`config.mk`:
```
export PLATFORM = sky130hd
export DESIGN_NAME = fifo_ctrl_flat
export DESIGN_NICKNAME = d
export VERILOG_FILES = /design/src/rtl/fifo_ctrl_if.sv /design/src/rtl/fifo_ctrl.sv /design/src/flat_wrapper.sv
export SDC_FILE = /design/constraint.sdc
export NUM_CORES = 1
export LEC_CHECK = 0
export ABC_AREA = 1
export BUFFER_PORTS_ARGS = -buffer_cell sky130_fd_sc_hd__buf_2
export CORE_MARGIN = 2
export CORE_UTILIZATION = 40
export CTS_CLUSTER_DIAMETER = 40
export CTS_CLUSTER_SIZE = 14
export DETAILED_ROUTE_END_ITERATION = 16
export GPL_ROUTABILITY_DRIVEN = 0
export SLEW_MARGIN = 20
export SYNTH_ARGS = -nofsm -noshare
export SYNTH_HDL_FRONTEND = slang
export SYNTH_SLANG_ARGS = --single-unit
```
`constraint.sdc`:
```
create_clock -name clk -period 3.2 [get_ports clk]
set_clock_uncertainty 0.05 [all_clocks]
set_input_delay 0.48 -clock clk [delete_from_list [all_inputs] [get_ports clk]]
set_output_delay 0.48 -clock clk [all_outputs]
set_load 0.03 [all_outputs]
```
`src/rtl/fifo_ctrl_if.sv`:
```
// fifo_ctrl_if: push/pop requests, RAM drive and status flags of the FIFO controller
interface fifo_ctrl_if #(parameter int ADDR_WIDTH = 3);
    logic                  wr;
    logic                  rd;
    logic                  we;
    logic [ADDR_WIDTH-1:0] w_addr;
    logic [ADDR_WIDTH-1:0] r_addr;
    logic                  full;
    logic                  empty;
    logic                  almost_full;
    logic                  almost_empty;
    logic [ADDR_WIDTH:0]   count;
    logic                  wr_err;
    logic                  rd_err;
    modport master (output wr, rd,
                    input  we, w_addr, r_addr, full, empty, almost_full, almost_empty, count, wr_err, rd_err);
    modport slave  (input  wr, rd,
                    output we, w_addr, r_addr, full, empty, almost_full, almost_empty, count, wr_err, rd_err);
endinterface

```
`src/rtl/fifo_ctrl.sv`:
```
// fifo_ctrl: pointer/flag controller driving a show-ahead synchronous FIFO RAM
module fifo_ctrl #(
    parameter int ADDR_WIDTH = 3,
    parameter int AF_LEVEL   = 6,
    parameter int AE_LEVEL   = 2
) (
    input logic       clk,
    input logic       reset_n,
    fifo_ctrl_if.slave bus
);
    localparam int AW = ADDR_WIDTH;
    localparam logic [AW:0] AF = (AW+1)'(AF_LEVEL);
    localparam logic [AW:0] AE = (AW+1)'(AE_LEVEL);
    logic [AW:0] w_ptr_q, w_ptr_d, r_ptr_q, r_ptr_d, count_q, count_d;
    logic full_q, full_d, empty_q, empty_d, af_q, af_d, ae_q, ae_d;
    logic wr_err_q, wr_err_d, rd_err_q, rd_err_d, push_ok, pop_ok;
    always_comb begin
        push_ok  = bus.wr & (~full_q | bus.rd);
        pop_ok   = bus.rd & ~empty_q;
        w_ptr_d  = w_ptr_q + (AW+1)'(push_ok);
        r_ptr_d  = r_ptr_q + (AW+1)'(pop_ok);
        count_d  = w_ptr_d - r_ptr_d;
        full_d   = (w_ptr_d[AW-1:0] == r_ptr_d[AW-1:0]) & (w_ptr_d[AW] != r_ptr_d[AW]);
        empty_d  = w_ptr_d == r_ptr_d;
        af_d     = count_d >= AF;
        ae_d     = count_d <= AE;
        wr_err_d = bus.wr & ~push_ok;
        rd_err_d = bus.rd & ~pop_ok;
    end
    always_ff @(posedge clk or negedge reset_n)
        if (!reset_n) begin
            w_ptr_q  <= '0;
            r_ptr_q  <= '0;
            count_q  <= '0;
            full_q   <= 1'b0;
            empty_q  <= 1'b1;
            af_q     <= 1'b0;
            ae_q     <= 1'b1;
            wr_err_q <= 1'b0;
            rd_err_q <= 1'b0;
        end else begin
            w_ptr_q  <= w_ptr_d;
            r_ptr_q  <= r_ptr_d;
            count_q  <= count_d;
            full_q   <= full_d;
            empty_q  <= empty_d;
            af_q     <= af_d;
            ae_q     <= ae_d;
            wr_err_q <= wr_err_d;
            rd_err_q <= rd_err_d;
        end
    // r_addr looks one pop ahead so the registered RAM read shows the new head
    assign bus.we           = push_ok & reset_n;
    assign bus.w_addr       = w_ptr_q[AW-1:0];
    assign bus.r_addr       = r_ptr_d[AW-1:0];
    assign bus.count        = count_q;
    assign bus.full         = full_q;
    assign bus.empty        = empty_q;
    assign bus.almost_full  = af_q;
    assign bus.almost_empty = ae_q;
    assign bus.wr_err       = wr_err_q;
    assign bus.rd_err       = rd_err_q;
endmodule
```
`src/flat_wrapper.sv`:
```
// flat-port wrapper written by rule: the top's interface ports become plain ports
module fifo_ctrl_flat 
#(
    parameter int ADDR_WIDTH = 3,
    parameter int AF_LEVEL   = 6,
    parameter int AE_LEVEL   = 2
)
  (clk, reset_n, bus_wr, bus_rd, bus_we, bus_w_addr, bus_r_addr, bus_full, bus_empty, bus_almost_full, bus_almost_empty, bus_count, bus_wr_err, bus_rd_err);
  fifo_ctrl_if #(.ADDR_WIDTH(ADDR_WIDTH)) bus_i ();
  input logic clk;
  input logic reset_n;
  input wire logic [$bits(bus_i.wr)-1:0] bus_wr;
  input wire logic [$bits(bus_i.rd)-1:0] bus_rd;
  output wire logic [$bits(bus_i.we)-1:0] bus_we;
  output wire logic [$bits(bus_i.w_addr)-1:0] bus_w_addr;
  output wire logic [$bits(bus_i.r_addr)-1:0] bus_r_addr;
  output wire logic [$bits(bus_i.full)-1:0] bus_full;
  output wire logic [$bits(bus_i.empty)-1:0] bus_empty;
  output wire logic [$bits(bus_i.almost_full)-1:0] bus_almost_full;
  output wire logic [$bits(bus_i.almost_empty)-1:0] bus_almost_empty;
  output wire logic [$bits(bus_i.count)-1:0] bus_count;
  output wire logic [$bits(bus_i.wr_err)-1:0] bus_wr_err;
  output wire logic [$bits(bus_i.rd_err)-1:0] bus_rd_err;
  assign bus_i.wr = bus_wr;
  assign bus_i.rd = bus_rd;
  assign bus_we = bus_i.we;
  assign bus_w_addr = bus_i.w_addr;
  assign bus_r_addr = bus_i.r_addr;
  assign bus_full = bus_i.full;
  assign bus_empty = bus_i.empty;
  assign bus_almost_full = bus_i.almost_full;
  assign bus_almost_empty = bus_i.almost_empty;
  assign bus_count = bus_i.count;
  assign bus_wr_err = bus_i.wr_err;
  assign bus_rd_err = bus_i.rd_err;
  fifo_ctrl #(.ADDR_WIDTH(ADDR_WIDTH), .AF_LEVEL(AF_LEVEL), .AE_LEVEL(AE_LEVEL)) u_core (.clk(clk), .reset_n(reset_n), .bus(bus_i));
endmodule
```
==> results_dict.tcl <==
set metrics [dict create \
    status "finished, final reports clean" \
    synth-compound-area-share_pct 0.503 \
    critPathCaptureType "output port" \
    drtAntennaViolNets 0 \
    period_needed_ns 2.34 \
    worst-path-max-fanout 4 \
    fp.dieW_microns 53.9 \
    drt-vias-per-instance 4.57 \
    cts_tree "built" \
    vias 717 \
    grt_first_pass_wirelength_mm 2.48 \
    fillers 221 \
    grt_use_met2_pct 20.3 \
    layout.area.seq_sq_um 453 \
    synthDistinctLibCells 19 \
    synthMuxAreaShare_pct 0 \
    ys_warn_count 0 \
    start_util_pct 41.3 \
    reg2reg_slack_ns 0.98 \
    rows 18 \
    die-area_sq_um 2910 \
    critPathKind "reg -> out" \
    synth_fa_ha_area_share_pct 10.8 \
    drt_iter0_markers 9 \
    htreeDepth 1 \
    worst_ep_arrival_time_ns 1.81 \
    diodes 0 \
    hold_class "in -> async" \
    use_met1_pct 15.9 \
    synth_top_family_by_area "simple AND/OR/NAND/NOR gates" \
    cts_buffers 3 \
    antenna_found_initial 0 \
    ff2ff_path_depth 10 \
    layout-drive-gt1-share_pct 35.4 \
    setup-violations-final 0 \
    cp-start-kind "flop" \
    period_share_pct 73.0 \
    tightest_slew_ns 0.400 \
    clkLatencyLatePin_ns 0.29 \
    grt_pass1_vias 602 \
    pre_cts_slack_ns 0.822 \
    ios 21 \
    fin_tns_setup_ns 0 \
    grt_max_degree 20 \
    core_region_area_sq_um 2410 \
    rsz0062_at_grt "no" \
    cp-startpoint "u_core.bus.empty" \
    max-cap-violations 0 \
    r2r-start "u_core.bus.empty" \
    wl_per_cell_microns 10.9 \
    routed_wl_mm 1.71 \
    rr_endpoint "u_core.bus.almost_full" \
    grt.overflow.total 0 \
    clkSinkCount 18 \
    fin_ws_ns 0.864 \
    syn-num-nets 121 \
    netlist_area_sq_um 996 \
    nets 140 \
    grt.busiest_layer "met2" \
    seq_area_frac_synth_pct 45.5 \
    cts-root-buf "clkbuf_4" \
    crit_required_ns 2.67 \
    clock_path_buffers 2 \
    synthSimpleGateAreaFrac_pct 32.3 \
    hold_buffers 0 \
    synth_area_per_cell_sq_um 9.14 \
    hold_viol_final 0 \
    die-height_microns 53.9 \
    io_buffers 20 \
    cts_resized 0 \
    clk_pin_slew_ns 0.10 \
    grtUsageTotal_pct 12.9 \
    hpwl_mm 1.39 \
    post_cts_buffers 0 \
    area_growth_pct 12.9 \
    drv_slew 0 \
    slew_headroom_pct 73.3 \
    critPathCapture "bus_r_addr[2]" \
    firstDrtPassIters 4 \
    multi_input_area_sq_um 434 \
    ys_ff_latch 18 \
    synthXorXnorAreaFrac_pct 0 \
    fmax_mhz 428 \
    synthCells 109 \
    drc 0 \
    met3_usage_pct 2.50 \
]
## placed cells by master, fill, tap and decap left out
cell type and n:
a21oi_1 1, buf_2 20, clkbuf_4 3, clkbuf_8 1, dfrtp_1 16, dfstp_2 2, fa_1 1, ha_1 7
inv_1 16, inv_2 1, nand2_1 27, nand2_2 11, nand2_4 2, nand3_1 3, nand3_2 3, nand3b_4 1
nand4_1 4, nor2_1 4, nor2_2 1, nor3_1 2, nor3b_1 1
## per-layer routing
metal	wire (microns)	vias up
met1	783	333
met2	833	9
met5	0	-
met3	47	5
met4	48	0
li1	-	370
## cell usage after synthesis
cell / n / area (sq um)
nand2_1: 27 / 101
dfrtp_1: 16 / 400
inv_1: 16 / 60.1
nand2_2: 11 / 68.8
ha_1: 7 / 87.6
buf_4: 6 / 45.0
nand4_1: 4 / 25.0
nor2_1: 4 / 15.0
nand3_1: 3 / 15.0
nand3_2: 3 / 30.0
dfstp_2: 2 / 52.6
nand2_4: 2 / 22.5
nor3_1: 2 / 10.0
a21oi_1: 1 / 5.00
fa_1: 1 / 20.0
inv_2: 1 / 3.75
nand3b_4: 1 / 20.0
nor2_2: 1 / 6.26
nor3b_1: 1 / 7.51
## worst max-delay path, cell delays in order, from the launching register on
cell and delay [ns]:
dfstp_2 0.55, nor2_1 0.05, ha_1 0.24, ha_1 0.23, inv_1 0.08, nand2_1 0.06, nand2_2 0.10, buf_2 0.20
## worst min path at each step
stage,endpoint,from
after floorplan,u_core.bus.almost_full,reset_n
after global placement,u_core.bus.wr_err,reset_n
after detailed placement,u_core.bus.wr_err,reset_n
after CTS,u_core.r_ptr_q[3],reset_n
after global routing,u_core.r_ptr_q[3],reset_n
final,u_core.bus.wr_err,reset_n
## metrics by stage
stage	hold WS, ns	instance area [sq um]	util (%)	instances
after floorplan	0.134	996	-	109
after global placement	0.383	1090	45.2	153
after detailed placement	0.381	1090	45.2	153
after CTS	0.0475	1120	46.7	157
after global routing	0.0609	1120	46.7	157
final	0.0419	1120	46.7	157
## sequential cells by signal, summed over array words and instances, names as in the netlist
name	cells
u_core.bus.almost_empty	1
u_core.bus.almost_full	1
u_core.bus.count	4
u_core.bus.empty	1
u_core.bus.full	1
u_core.bus.rd_err	1
u_core.bus.wr_err	1
u_core.r_ptr_q	4
u_core.w_ptr_q	4
## cell type report
| cell class | instances | area share, % |
|---|---|---|
| repair buffers | 20 | 8.90 |
| inverters | 17 | 5.67 |
| multi-input cells | 68 | 38.6 |
| flip-flops and latches | 18 | 40.3 |
| clock buffers | 4 | 3.23 |
| well taps | 30 | 3.34 |
## cell families after synthesis
group,Yosys count
and+or+nand+nor,59
buffers and inverters,23
DFF,18
adders and majority gates,8
AOI/OAI and AO/OA,1
Power is left out: the tool's default activity adds up to more than one toggle a clock period on the data nets, which glitch-free logic cannot reach.
